`src/rtl/cam_gray_stream.sv`:
```
`timescale 1ns/1ps
// -----------------------------------------------------------------------------
// cam_gray_stream
// Front end of the edge-detection path. Captures an 8-bit DVP bus carrying
// RGB565 (two bytes per pixel, high byte first) and converts each pixel to an
// 8-bit luma value. Produces one dout_vld beat per forwarded pixel, with
// dout_sop on pixel (0,0) and dout_eop on pixel (IMG_W-1, IMG_H-1).
// No backpressure; clk is the camera PCLK.
//
// Ports
//   clk        in   pixel clock, rising edge
//   rst_n      in   asynchronous active-low reset
//   en         in   capture enable, looked at only when a frame starts
//   cam_vsync  in   frame sync, rising edge starts a frame
//   cam_href   in   line valid
//   cam_data   in   [7:0] DVP byte
//   dout       out  [7:0] luma, holds its value between beats
//   dout_sop   out  first pixel of frame (qualified by dout_vld)
//   dout_eop   out  last pixel of frame (qualified by dout_vld)
//   dout_vld   out  pixel strobe
//   frame_done out  one-cycle pulse on the eop beat
//   frame_err  out  one-cycle pulse when a frame is cut short by vsync
// -----------------------------------------------------------------------------
module cam_gray_stream #(
    parameter int         IMG_W       = 640,
    parameter int         IMG_H       = 480,
    parameter logic [7:0] SKIP_FRAMES = 8'd10
) (
    input  logic       clk,
    input  logic       rst_n,
    input  logic       en,
    input  logic       cam_vsync,
    input  logic       cam_href,
    input  logic [7:0] cam_data,
    output logic [7:0] dout,
    output logic       dout_sop,
    output logic       dout_eop,
    output logic       dout_vld,
    output logic       frame_done,
    output logic       frame_err
);

    // Counters run one past the last index so surplus pixels can be detected
    // and dropped without wrapping.
    localparam int CW = $clog2(IMG_W + 1);
    localparam int RW = $clog2(IMG_H + 1);

    localparam logic [CW-1:0] COL_END  = CW'(IMG_W);
    localparam logic [CW-1:0] COL_LAST = CW'(IMG_W - 1);
    localparam logic [RW-1:0] ROW_END  = RW'(IMG_H);
    localparam logic [RW-1:0] ROW_LAST = RW'(IMG_H - 1);
    localparam logic [7:0]    SKIP_LAST = SKIP_FRAMES - 8'd1;

    typedef enum logic [1:0] {
        S_SKIP,
        S_WAIT_VS,
        S_CAP
    } state_t;

    // ---------------- stage 0: input registers ----------------
    logic       r_vsync, r_vsync_d;
    logic       r_href, r_href_d;
    logic [7:0] r_data;

    logic w_vs_rise;
    logic w_href_fall;

    // NOTE: clocked state is written with non-blocking assignments so every
    // register samples pre-edge values regardless of statement order.
    always_ff @(posedge clk or negedge rst_n) begin
        if (!rst_n) begin
            r_vsync   <= 1'b0;
            r_vsync_d <= 1'b0;
            r_href    <= 1'b0;
            r_href_d  <= 1'b0;
            r_data    <= 8'd0;
        end else begin
            r_vsync   <= cam_vsync;
            r_vsync_d <= r_vsync;
            r_href    <= cam_href;
            r_href_d  <= r_href;
            r_data    <= cam_data;
        end
    end

    assign w_vs_rise   = r_vsync & ~r_vsync_d;
    assign w_href_fall = r_href_d & ~r_href;

    // ---------------- byte phase / pixel assembly ----------------
    // r_phase=1 means r_hi holds the first byte and r_data is the second.
    logic       r_phase;
    logic [7:0] r_hi;
    logic       w_pix;

    always_ff @(posedge clk or negedge rst_n) begin
        if (!rst_n) begin
            r_phase <= 1'b0;
            r_hi    <= 8'd0;
        end else if (r_href) begin
            if (!r_phase) r_hi <= r_data;
            r_phase <= ~r_phase;
        end else begin
            // A dangling first byte at the end of a line is thrown away here.
            r_phase <= 1'b0;
        end
    end

    assign w_pix = r_href & r_phase;

    // ---------------- FSM and counters ----------------
    state_t        r_state, w_state_nxt;
    logic [7:0]    r_skip_cnt;
    logic [CW-1:0] r_col;
    logic [RW-1:0] r_row;

    logic w_cap_pix;
    logic w_fwd;
    logic w_sop;
    logic w_eop;
    logic w_frame_err;

    assign w_cap_pix = w_pix && (r_state == S_CAP);
    assign w_fwd     = w_cap_pix && (r_col < COL_END) && (r_row < ROW_END);
    assign w_sop     = (r_col == '0) && (r_row == '0);
    assign w_eop     = (r_col == COL_LAST) && (r_row == ROW_LAST);

    always_ff @(posedge clk or negedge rst_n) begin
        if (!rst_n) r_state <= S_SKIP;
        else        r_state <= w_state_nxt;
    end

    // NOTE: every signal driven here gets a default first, so no path can
    // leave it unassigned and infer a latch.
    always_comb begin
        w_state_nxt = r_state;
        w_frame_err = 1'b0;
        case (r_state)
            S_SKIP: begin
                if (SKIP_FRAMES == 8'd0)
                    w_state_nxt = S_WAIT_VS;
                else if (w_vs_rise && (r_skip_cnt == SKIP_LAST))
                    w_state_nxt = S_WAIT_VS;
            end
            S_WAIT_VS: begin
                if (w_vs_rise && en) w_state_nxt = S_CAP;
            end
            S_CAP: begin
                if (w_vs_rise) begin
                    // New frame started before the old one reached eop.
                    w_frame_err = 1'b1;
                    w_state_nxt = en ? S_CAP : S_WAIT_VS;
                end else if (w_fwd && w_eop) begin
                    w_state_nxt = S_WAIT_VS;
                end
            end
            default: w_state_nxt = S_SKIP;
        endcase
    end

    always_ff @(posedge clk or negedge rst_n) begin
        if (!rst_n) begin
            r_skip_cnt <= 8'd0;
        end else if ((r_state == S_SKIP) && w_vs_rise) begin
            r_skip_cnt <= r_skip_cnt + 8'd1;
        end
    end

    // Every frame start clears the position; outside CAP the counters idle.
    always_ff @(posedge clk or negedge rst_n) begin
        if (!rst_n) begin
            r_col <= '0;
            r_row <= '0;
        end else if (w_vs_rise) begin
            r_col <= '0;
            r_row <= '0;
        end else if (r_state == S_CAP) begin
            if (w_cap_pix) begin
                if (r_col != COL_END) r_col <= r_col + CW'(1);
            end else if (w_href_fall && (r_col != '0)) begin
                r_col <= '0;
                if (r_row != ROW_END) r_row <= r_row + RW'(1);
            end
        end
    end

    // ---------------- stage 1: assembled pixel ----------------
    logic [15:0] r_s1_pix;
    logic        r_s1_vld, r_s1_sop, r_s1_eop;

    always_ff @(posedge clk or negedge rst_n) begin
        if (!rst_n) begin
            r_s1_pix <= 16'd0;
            r_s1_vld <= 1'b0;
            r_s1_sop <= 1'b0;
            r_s1_eop <= 1'b0;
        end else begin
            if (w_fwd) r_s1_pix <= {r_hi, r_data};
            r_s1_vld <= w_fwd;
            r_s1_sop <= w_fwd & w_sop;
            r_s1_eop <= w_fwd & w_eop;
        end
    end

    // ---------------- stage 2: weighted channels ----------------
    // Channels widened to 8 bits by replicating their MSBs into the LSBs.
    logic [7:0]  w_r8, w_g8, w_b8;
    logic [15:0] r_p_r, r_p_g, r_p_b;
    logic        r_s2_vld, r_s2_sop, r_s2_eop;

    assign w_r8 = {r_s1_pix[15:11], r_s1_pix[15:13]};
    assign w_g8 = {r_s1_pix[10:5],  r_s1_pix[10:9]};
    assign w_b8 = {r_s1_pix[4:0],   r_s1_pix[4:2]};

    always_ff @(posedge clk or negedge rst_n) begin
        if (!rst_n) begin
            r_p_r    <= 16'd0;
            r_p_g    <= 16'd0;
            r_p_b    <= 16'd0;
            r_s2_vld <= 1'b0;
            r_s2_sop <= 1'b0;
            r_s2_eop <= 1'b0;
        end else begin
            r_p_r    <= 16'd77  * {8'd0, w_r8};
            r_p_g    <= 16'd150 * {8'd0, w_g8};
            r_p_b    <= 16'd29  * {8'd0, w_b8};
            r_s2_vld <= r_s1_vld;
            r_s2_sop <= r_s1_sop;
            r_s2_eop <= r_s1_eop;
        end
    end

    // ---------------- stage 3: luma and outputs ----------------
    // Weights sum to 256, so the 16-bit sum cannot overflow (max 65280).
    logic [15:0] w_sum;
    logic [7:0]  r_dout;
    logic        r_vld, r_sop, r_eop, r_frame_err;

    assign w_sum = r_p_r + r_p_g + r_p_b;

    always_ff @(posedge clk or negedge rst_n) begin
        if (!rst_n) begin
            r_dout      <= 8'd0;
            r_vld       <= 1'b0;
            r_sop       <= 1'b0;
            r_eop       <= 1'b0;
            r_frame_err <= 1'b0;
        end else begin
            if (r_s2_vld) r_dout <= w_sum[15:8];
            r_vld       <= r_s2_vld;
            r_sop       <= r_s2_sop;
            r_eop       <= r_s2_eop;
            r_frame_err <= w_frame_err;
        end
    end

    assign dout       = r_dout;
    assign dout_vld   = r_vld;
    assign dout_sop   = r_sop;
    assign dout_eop   = r_eop;
    assign frame_done = r_eop;
    assign frame_err  = r_frame_err;

endmodule

```
`config.mk`:
```
export PLATFORM = sky130hd
export DESIGN_NAME = cam_gray_stream
export DESIGN_NICKNAME = d
export VERILOG_FILES = /design/src/rtl/cam_gray_stream.sv
export SDC_FILE = /design/constraint.sdc
export NUM_CORES = 1
export LEC_CHECK = 0
export CAP_MARGIN = 5
export CORE_UTILIZATION = 60
export CTS_CLUSTER_SIZE = 28
export DETAILED_ROUTE_END_ITERATION = 6
export GPL_ROUTABILITY_DRIVEN = 0
export GPL_TIMING_DRIVEN = 0
export PLACE_DENSITY = 0.83
export RECOVER_POWER = 100
export SYNTH_ARGS = -nofsm -noshare
export SYNTH_HDL_FRONTEND = slang
export SYNTH_SLANG_ARGS = --single-unit
```
`constraint.sdc`:
```
create_clock -name clk -period 4.5 [get_ports clk]
set_input_delay 0.675 -clock clk [delete_from_list [all_inputs] [get_ports clk]]
set_output_delay 0.675 -clock clk [all_outputs]
set_load 0.02 [all_outputs]
```
==> results of run 1 <==
-- kinds of logic (layout without fill, tap and decap cells) --
family / count (synthesis) / after routing / synth area share [%]
DFF: 127 / 127 / 39.09
adders and majority gates: 154 / 154 / 27.12
xor gates and xnor gates: 46 / 46 / 4.956
and+or+nand+nor: 164 / 164 / 11.08
buffers and inverters: 97 / 154 / 4.694
AOI/OAI and AO/OA: 106 / 106 / 8.912
muxes: 30 / 30 / 4.140
-- metal layers --
| metal | share of wire (%) | global-route usage, % |
|---|---|---|
| met1 | 44 | 30.90 |
| met2 | 51 | 40.44 |
| met3 | 3.6 | 4.875 |
| met4 | 1.4 | 7.991 |
| met5 | 0 | 0 |
-- power by group --
| part | total, mW | switching [mW] | internal [mW] | leakage, nW |
|---|---|---|---|---|
| clock network | 1.57 | 0.518 | 1.05 | 0.319 |
| registers | 1.78 | 0.319 | 1.46 | 1.67 |
| logic | 3.57 | 1.98 | 1.59 | 2.90 |
| total | 6.92 | 2.82 | 4.10 | 4.89 |
-- state kept, by name (all words and copies together) (netlist names), 2 cells and up --
| signal | count |
|---|---|
| dout | 8 |
| r_col | 10 |
| r_data | 8 |
| r_hi | 8 |
| r_p_b | 13 |
| r_p_g | 15 |
| r_p_r | 15 |
| r_row | 9 |
| r_s1_pix | 16 |
| r_skip_cnt | 8 |
| r_state | 2 |
-- through the flow --
step | total power [mW] | TNS [ns] | setup WS, ns
finish | 6.919 | 0 | 0.7544
global route | 7.575 | 0 | 0.5507
CTS | 6.972 | 0 | 0.7811
detailed placement | 5.318 | 0 | 0.7990
global placement | 5.118 | -239.24 | -1.891
floorplan | 4.447 | 0 | 1.106
-- cells in the final DEF, fill, tap and decap left out, drive strengths merged, types with 3 or more instances in the layout --
cell and instances:
o31ai 3, xnor2 31, inv 86, nand3 8
nand4 15, o41ai 3, buf 4, or2 3
and3 10, mux2 29, or4 3, a21o 8
nor2 36, nor4 3, bufinv 6, a21oi 25
dfrtp 127, o21ai 25, ha 117, o21a 6
dlygate4sd3 23, clkbuf 29, nand2b 4, xor2 15
nand2 35, a211oi 3, o211ai 10, clkinvlp 3
nor3 18, or3 5, fa 37, nor2b 10
and2 4
-- path summary, 6_finish.rpt --
path | end | slack [ns] | cells after the start | start
max | r_p_b[12]$_DFF_PN0_ | 0.75 | 13 | r_s1_pix[4]$_DFFE_PN0P_
min | dout_sop$_DFF_PN0_ | 0.35 | 0 | r_s2_sop$_DFF_PN0_
max reg2reg | r_p_b[12]$_DFF_PN0_ | 0.75 | 13 | r_s1_pix[4]$_DFFE_PN0P_
min reg2reg | dout_sop$_DFF_PN0_ | 0.35 | 0 | r_s2_sop$_DFF_PN0_
max in group asynchronous | r_col[9]$_DFFE_PN0P_ | 1.26 | 1 | rst_n
min in group asynchronous | dout[3]$_DFFE_PN0P_ | 1.37 | 1 | rst_n
-- cell type report --
| type | instances | area share, % |
|---|---|---|
| plain buffers | 13 | 0.6629 |
| multi-input cells | 500 | 48.97 |
| flip-flops and latches | 127 | 34.36 |
| well taps | 176 | 2.381 |
| clock inverters | 13 | 2.530 |
| repair buffers | 26 | 2.936 |
| inverters | 84 | 3.409 |
| clock buffers | 18 | 4.748 |
-- cells in the mapped netlist, types with 4 or more instances --
library cell	number	area, um^2
a21o_1	8	60.06
a21oi_1	25	125.1
and2_1	4	25.02
and3_1	10	62.56
clkbuf_1	8	30.03
dfrtp_1	127	3178
fa_1	37	740.7
ha_1	117	1464
inv_1	84	315.3
mux2_2	29	326.6
nand2_1	35	131.4
nand3_1	8	40.04
nand4_1	14	87.58
nor2_1	35	131.4
nor2b_1	10	62.56
nor3_1	16	80.08
o211ai_1	10	75.07
o21a_1	6	45.04
o21ai_0	10	50.05
o21ai_1	15	75.07
or3_1	5	31.28
xnor2_1	31	271.5
xor2_1	15	131.4
-- worst reg2reg max path: stages (launching register included) --
cell and delay, ns:
dfrtp_1 0.54, inv_1 0.16, fa_1 0.50, inv_1 0.04, ha_1 0.27, inv_1 0.06, fa_1 0.51, inv_1 0.04
ha_1 0.33, nand2_1 0.08, o21ai_0 0.08, or4_1 0.44, and3_1 0.17, a211oi_1 0.37
==> impl_metrics.py, run 1 <==
metrics = {
    "floorplanning": {
        "chipWidth_um": 118.4,
        "die_area_mm2": 0.01402,
        "rows": 42,
        "io_pins": 26,
        "initial_core_util_pct": 61.39,
        "die_h_um": 118.4,
        "core_area_mm2": 0.01324,
    },
    "global_routing": {
        "grt_max_degree": 69,
        "antenna_found_initial": 0,
        "grt_pass1_vias": 5666,
        "grt_usage_pct": 23.96,
        "grt_first_pass_wirelength_um": 26580,
        "grt_overflow": 0,
    },
    "pwr": {
        "ir_worst_vdd_mv": 0.5065,
        "leakage_nw": 4.892,
        "power.density_mw_per_mm2": 748.1,
    },
    "routing": {
        "drc": 0,
        "drt_first_pass_iters": 5,
        "drtAntennaViolNets": 0,
        "wl_per_cell_um": 16.05,
        "finalWirelength_um": 15360,
        "via_per_inst": 5.749,
        "drt_iter0_markers": 431,
        "vias": 5502,
    },
    "finish": {
        "multi_input_area_mm2": 0.004529,
        "layoutNonFillerInstCount": 957,
        "diodes": 0,
        "stdcell_area_mm2": 0.009249,
        "drive_above_1_share_pct": 9.219,
        "final_util_pct": 69.84,
        "finalNetCount": 936,
        "seq_area_mm2": 0.003178,
        "areaGrowthSynthToFinish_pct": 13.78,
        "n_fill_cell": 926,
    },
    "synthesis": {
        "yosysWarnings": 0,
        "synthArstFlopShare_pct": 100.0,
        "synth_edf_count": 0,
        "synth_cell_type_count": 69,
        "avgSynthCellArea_um2": 11.23,
        "ys.flop_type": "dfrtp_1",
        "netlist_area_mm2": 0.008129,
        "syn_nets": 891,
        "synth-seq-cells": 127,
        "yosysSeqAreaShare_pct": 39.09,
        "netlist_instances": 724,
    },
    "clock_tree": {
        "cts_hold_buffers": 0,
        "cts_setup_buffers": 0,
        "path_clk_slew_ns": 0.05,
        "cts_buffers": 17,
        "cts_sinks": 127,
        "cts_root_buf": "clkbuf_16",
        "insertion_delay_ns": 0.42,
        "cts-resized-gates": 0,
        "clk_path_buf_depth": 2,
        "cts_tree": "yes",
        "htree_levels": 4,
    },
    "placed_design": {
        "dp_hpwl_um": 11390,
        "placed_area_mm2": 0.008628,
        "portBuffers": 25,
        "dp.cells": 926,
    },
    "critical_path": {
        "path_cells": "inv_1, fa_1, inv_1, ha_1, inv_1, fa_1, inv_1, ha_1, nand2_1, o21ai_0, or4_1, and3_1, a211oi_1",
        "crit_type": "flip-flop to flip-flop",
        "cp_data_arrival_time_ns": 4.00,
        "crit_fanout": 8,
        "cp_num_buf_inv": 4,
        "critPathMostFrequentCell": "inv_1",
        "critPathRequiredTime_ns": 4.76,
        "slowest_stage": "dfrtp_1",
        "end_kind": "flip-flop",
        "crit_family": "adder cells",
        "critPathMaxStageDelay_ns": 0.54,
        "start_kind": "flip-flop",
    },
    "status": {
        "status": "finished, violations left",
        "violations": "capacitance limit, slew limit",
    },
    "sta": {
        "period_needed_ns": 3.746,
        "hold_ws_ns": 0.3482,
        "tightest_slew_ns": 3.316,
        "finalCritPeriodShare_pct": 83.24,
        "max_freq_mhz": 267.0,
        "hold_viol": 0,
        "finalSetupViolations": 0,
        "rsz0062_at_grt": "no",
        "clock_skew_ns": 0.01389,
        "maxSlewViolCount": 60,
        "slew_headroom_pct": -121.1,
    },
    "worst_hold_path": {
        "hp-class": "flip-flop to flip-flop",
    },
    "flow_run": {
        "maxCapViolCount": 1,
    },
}
Note: power is estimated with default switching activity, not from simulation.
==> run 2: changes to the inputs <==
==> constraint.sdc (replaced) <==
create_clock -name clk -period 3.9 [get_ports clk]
set_input_delay 0.585 -clock clk [delete_from_list [all_inputs] [get_ports clk]]
set_output_delay 0.585 -clock clk [all_outputs]
set_load 0.02 [all_outputs]
==> run 2 against run 1 <==
The flow still finishes with violations (capacitance limit, slew limit). First-iteration DRC count unchanged. Fmax up 0.63%. Via count up 0.15%.
==> impl_metrics.py, run 2 (synthesis gave the netlist of run 1 again) <==
metrics = {
    "status": {
        "status": "finished, violations left",
        "violations": "capacitance limit, slew limit",
    },
    "finish": {
        "drive_above_1_share_pct": 9.347,
        "layoutNonFillerInstCount": 957,
        "top_register": "r_s1_pix",
        "largest_reg_flops": 16,
        "diodes": 0,
        "final_common_cell": "dfrtp_1",
        "top_regs": "r_s1_pix x16, r_p_g x15, r_p_r x15",
        "areaGrowthSynthToFinish_pct": 13.79,
        "stdcell_area_mm2": 0.009250,
        "layout_common_cells": "dfrtp_1, ha_1, inv_1",
        "finalNetCount": 936,
    },
    "sta": {
        "finalSetupViolations": 0,
        "rsz0062_at_grt": "no",
        "slew_headroom_pct": -121.1,
        "hold_viol": 0,
        "maxSlewViolCount": 60,
        "period_needed_ns": 3.722,
        "worst_slack_ns": 0.1780,
        "clock_skew_ns": 0.01074,
        "tightest_slew_ns": 3.317,
        "max_freq_mhz": 268.7,
        "finalCritPeriodShare_pct": 95.44,
        "hold_ws_ns": 0.3482,
        "setup_tns_ns": 0,
    },
    "placed_design": {
        "placed_area_mm2": 0.008628,
        "dp_hpwl_um": 11390,
        "dp_slack_ns": 0.1990,
        "portBuffers": 25,
        "dp.cells": 926,
    },
    "clock_tree": {
        "cts_hold_buffers": 0,
        "cts_root_buf": "clkbuf_16",
        "htree_levels": 4,
        "insertion_delay_ns": 0.41,
        "cts_buffers": 17,
        "clk_path_buf_depth": 2,
        "cts_sinks": 127,
        "cts_tree": "yes",
        "path_clk_slew_ns": 0.05,
    },
    "floorplanning": {
        "core_area_mm2": 0.01324,
        "die_h_um": 118.4,
        "rows": 42,
        "io_pins": 26,
        "die_area_mm2": 0.01402,
        "chipWidth_um": 118.4,
        "initial_core_util_pct": 61.39,
    },
    "critical_path": {
        "slowest_stage": "dfrtp_1",
        "critPathMaxStageDelay_ns": 0.54,
        "crit_fanout": 8,
        "rr_worst_depth": 13,
        "critPathMostFrequentCell": "inv_1",
        "crit_type": "flip-flop to flip-flop",
        "start_kind": "flip-flop",
        "path_cells": "inv_1, fa_1, inv_1, ha_1, inv_1, fa_1, inv_1, ha_1, nand2_1, o21ai_1, or4_1, and3_1, a211oi_1",
        "cp.depth": 13,
        "cp_num_buf_inv": 4,
        "end_kind": "flip-flop",
        "cp_data_arrival_time_ns": 3.98,
        "critPathRequiredTime_ns": 4.15,
        "crit_family": "adder cells",
    },
    "pwr": {
        "leakage_nw": 4.890,
        "ir_worst_vdd_mv": 0.5465,
        "power.density_mw_per_mm2": 863.4,
    },
    "global_routing": {
        "grt_usage_pct": 23.96,
        "grt_overflow": 0,
        "grt_pass1_vias": 5666,
        "antenna_found_initial": 0,
        "grt_first_pass_wirelength_um": 26580,
        "grt_max_degree": 69,
    },
    "routing": {
        "drt_iter0_markers": 431,
        "finalWirelength_um": 15360,
        "wl_per_cell_um": 16.05,
        "drtAntennaViolNets": 0,
        "drc": 0,
        "via_per_inst": 5.758,
        "drt_first_pass_iters": 5,
        "vias": 5510,
    },
    "worst_hold_path": {
        "hp-class": "flip-flop to flip-flop",
        "holdPathStages": 0,
    },
    "flow_run": {
        "maxCapViolCount": 1,
    },
}
==> run 2: changes by cell type in the layout (fill, tap and decap cells not counted) <==
cell     before  now
dfrtp_1     127  126
dfrtp_2       0    1
o21ai_0      20   19
o21ai_1       5    6
==> run 2: layer usage <==
layer	vias up	share of wire, %	GRT usage [%]
met4	0	1.5	7.991
met5	-	0	0
li1	2604	-	-
met3	20	3.5	4.875
met1	2735	44	30.90
met2	151	51	40.44
==> run 2: metrics by stage <==
step	power (mW)	util, %
after CTS	8.044	70.24
final	7.986	69.85
after global routing	8.743	69.85
after floorplan	5.131	-
after detailed placement	6.136	65.16
after global placement	5.905	64.94
==> run 2: layout make-up <==
class / count / area [um^2]
Sequential cell: 127 / 3179
Tap cell: 176 / 220.2
Clock inverter: 13 / 234.0
Buffer: 13 / 61.31
Fill cell: 925 / 3993
Clock buffer: 18 / 439.2
Inverter: 84 / 315.3
Timing Repair Buffer: 26 / 271.5
Multi-Input combinational cell: 500 / 4529
==> run 2: path summary, 6_finish.rpt <==
path | startpoint | to | slack [ns]
max | r_s1_pix[4]$_DFFE_PN0P_ | r_p_b[12]$_DFF_PN0_ | 0.18
min | r_s2_sop$_DFF_PN0_ | dout_sop$_DFF_PN0_ | 0.35
max reg2reg | r_s1_pix[4]$_DFFE_PN0P_ | r_p_b[12]$_DFF_PN0_ | 0.18
min reg2reg | r_s2_sop$_DFF_PN0_ | dout_sop$_DFF_PN0_ | 0.35
max in group asynchronous | rst_n | r_col[9]$_DFFE_PN0P_ | 0.75
min in group asynchronous | rst_n | dout[3]$_DFFE_PN0P_ | 1.28
==> run 2: worst reg2reg max path, stage by stage, from the launching register on <==
cell      delay (ns)
dfrtp_1         0.54
inv_1           0.16
fa_1            0.50
inv_1           0.04
ha_1            0.27
inv_1           0.06
fa_1            0.51
inv_1           0.04
ha_1            0.33
nand2_1         0.08
o21ai_1         0.06
or4_1           0.44
and3_1          0.17
a211oi_1        0.37
==> run 2: repair_timing <==
action                                  4_1_cts  5_1_grt
endpoints found under the setup margin        0        1
hold endpoints to repair                      0        0
buffers inserted                              0        0
gates resized for setup                       0        1
==> run 2: report_power, final <==
part / internal, mW / total, mW / switching [mW] / leakage, nW
Clock: 1.22 / 1.81 / 0.597 / 0.319
Sequential: 1.69 / 2.06 / 0.368 / 1.67
Combinational: 1.83 / 4.12 / 2.29 / 2.90
Total: 4.74 / 7.99 / 3.25 / 4.89
==> run 3: changes to the inputs <==
--- a/config.mk
+++ b/config.mk
@@ -13,6 +13,7 @@
 export GPL_TIMING_DRIVEN = 0
 export PLACE_DENSITY = 0.83
 export RECOVER_POWER = 100
+export REMOVE_ABC_BUFFERS = 1
 export SYNTH_ARGS = -nofsm -noshare
 export SYNTH_HDL_FRONTEND = slang
 export SYNTH_SLANG_ARGS = --single-unit
==> run 3 against run 2 <==
The run now ends clean. Clock power decreased by 15%. Clock skew increased by 0.0014 ns. Combinational power increased by 1%. Core utilization decreased by 1.2 points. Sequential power about the same. Worst setup slack improved by 0.027 ns. Die area unchanged. Non-clock buffer count decreased by 13. Routed wire length increased by 4.4%. Fmax increased by 0.73%. Sequential share of layout area increased by 0.56 points. Hold slack got worse by 0.00074 ns. Largest power group unchanged.
==> impl_metrics.py, run 3 (synthesis gave the netlist of run 1 again) <==
metrics = {
    "critical_path": {
        "rrSetupSlack_ns": 0.20,
        "rr_endpoint": "r_p_r[12]$_DFF_PN0_",
        "rr_worst_depth": 12,
        "end_kind": "flip-flop",
        "r2r-start": "r_s1_pix[13]$_DFFE_PN0P_",
        "critPathRequiredTime_ns": 4.24,
        "cp_data_arrival_time_ns": 4.04,
        "crit_fanout": 8,
        "crit_type": "flip-flop to flip-flop",
        "start_kind": "flip-flop",
    },
    "finish": {
        "drive_above_1_share_pct": 8.854,
        "final_common_cell": "dfrtp_1",
        "seq_area_mm2": 0.003178,
        "diodes": 0,
        "n_fill_cell": 921,
        "largest_reg_flops": 16,
        "layoutNonFillerInstCount": 944,
        "top_register": "r_s1_pix",
        "top_regs": "r_s1_pix x16, r_p_g x15, r_p_r x15",
        "stdcell_area_mm2": 0.009097,
        "layout_common_cells": "dfrtp_1, ha_1, inv_1",
        "finalNetCount": 923,
        "multi_input_area_mm2": 0.004529,
        "areaGrowthSynthToFinish_pct": 11.91,
    },
    "routing": {
        "drc": 0,
        "drt_iter0_markers": 453,
        "drtAntennaViolNets": 0,
        "drt_first_pass_iters": 7,
        "wl_per_cell_um": 16.98,
        "finalWirelength_um": 16030,
        "vias": 5511,
        "via_per_inst": 5.838,
    },
    "clock_tree": {
        "insertion_delay_ns": 0.42,
        "htree_levels": 4,
        "cts_root_buf": "clkbuf_16",
        "cts_buffers": 17,
        "path_clk_slew_ns": 0.06,
        "cts_sinks": 127,
        "clk_path_buf_depth": 2,
        "cts_tree": "yes",
        "cts_hold_buffers": 0,
        "cts-resized-gates": 0,
        "cts_setup_buffers": 0,
    },
    "sta": {
        "hold_ws_ns": 0.3475,
        "slew_headroom_pct": 7.556,
        "finalSetupViolations": 0,
        "clock_skew_ns": 0.01217,
        "max_freq_mhz": 270.6,
        "tightest_slew_ns": 1.387,
        "period_needed_ns": 3.695,
        "finalCritPeriodShare_pct": 94.75,
        "maxSlewViolCount": 0,
        "rsz0062_at_grt": "no",
        "hold_viol": 0,
    },
    "global_routing": {
        "grt_usage_pct": 25.39,
        "grt_first_pass_wirelength_um": 27670,
        "antenna_found_initial": 0,
        "grt_max_degree": 105,
        "grt_pass1_vias": 5890,
        "grt_overflow": 0,
    },
    "pwr": {
        "ir_worst_vdd_mv": 0.5070,
        "power.density_mw_per_mm2": 857.2,
        "leakage_nw": 4.829,
    },
    "floorplanning": {
        "chipWidth_um": 118.4,
        "die_area_mm2": 0.01402,
        "die_h_um": 118.4,
        "rows": 42,
        "io_pins": 26,
        "core_area_mm2": 0.01324,
        "initial_core_util_pct": 61.39,
    },
    "placed_design": {
        "dp_hpwl_um": 11830,
        "dp.cells": 913,
        "portBuffers": 25,
        "placed_area_mm2": 0.008562,
    },
    "status": {
        "status": "complete, no violations",
    },
    "worst_hold_path": {
        "holdPathStages": 0,
        "holdPathEnd": "dout_sop$_DFF_PN0_",
        "hp-class": "flip-flop to flip-flop",
        "holdCritStartpoint": "r_s2_sop$_DFF_PN0_",
    },
    "flow_run": {
        "maxCapViolCount": 0,
    },
}
==> run 3: changes by cell type in the layout (fill, tap and decap cells not counted), moves of 2 or more <==
cell | before | now
clkbuf_8 | 1 | 3
clkinv_2 | 1 | 4
bufinv_16 | 6 | 2
clkbuf_1 | 11 | 2
inv_6 | 2 | 0
==> run 3: worst max-delay path, stage by stage (launching register included) <==
cell and delay (ns):
dfrtp_1 0.59, ha_1 0.31, ha_1 0.27, inv_1 0.05, fa_1 0.50, fa_1 0.51, inv_1 0.04, ha_1 0.34
o21a_1 0.19, o21a_1 0.18, and3_1 0.18, a211oi_1 0.29, xnor2_1 0.16
==> run 3: worst max path at each step <==
| stage | startpoint | endpoint | slack (ns) | cells past startpoint |
|---|---|---|---|---|
| 2_1_floorplan | r_s1_pix[13]$_DFFE_PN0P_ | r_p_r[12]$_DFF_PN0_ | 0.51 | 12 |
| 3_3_place_gp | rst_n | r_state[1]$_DFFE_PN0P_ | -2.27 | 1 |
| 3_5_place_dp | r_s1_pix[13]$_DFFE_PN0P_ | r_p_r[12]$_DFF_PN0_ | 0.22 | 12 |
| 4_1_cts | r_s1_pix[2]$_DFFE_PN0P_ | r_p_b[12]$_DFF_PN0_ | 0.19 | 13 |
| 5_1_grt | r_s1_pix[4]$_DFFE_PN0P_ | r_p_b[12]$_DFF_PN0_ | 0.01 | 13 |
| 6_report | r_s1_pix[13]$_DFFE_PN0P_ | r_p_r[12]$_DFF_PN0_ | 0.20 | 12 |
==> run 3: final cells by class <==
| class | count | area share, % |
|---|---|---|
| Tap cell | 176 | 2.421 |
| Inverter | 84 | 3.466 |
| Clock buffer | 21 | 5.171 |
| Sequential cell | 127 | 34.93 |
| Multi-Input combinational cell | 500 | 49.79 |
| Timing Repair Buffer | 26 | 2.984 |
| Clock inverter | 10 | 1.238 |
==> run 3: per-stage QoR <==
stage	utilization (%)	TNS, ns	power [mW]	worst slack [ns]
finish	68.70	0	7.798	0.2049
global route	68.70	0	8.497	0.01095
CTS	69.06	0	7.871	0.1883
detailed placement	64.65	0	6.195	0.2175
global placement	64.44	-287.01	5.903	-2.269
floorplan	-	0	5.112	0.5057
==> run 3: power breakdown <==
part / switching (mW) / internal, mW
sequential: 0.398 / 1.69
combinational: 2.34 / 1.82
clock: 0.559 / 0.983
==> run 3: per-layer routing <==
metal / global-route usage (%) / vias up / routed length (um)
met1: 30.25 / 2732 / 6657
met2: 44.23 / 155 / 8383
met3: 5.405 / 40 / 599
met4: 11.23 / 0 / 390
met5: 0 / - / 0
li1: - / 2584 / -
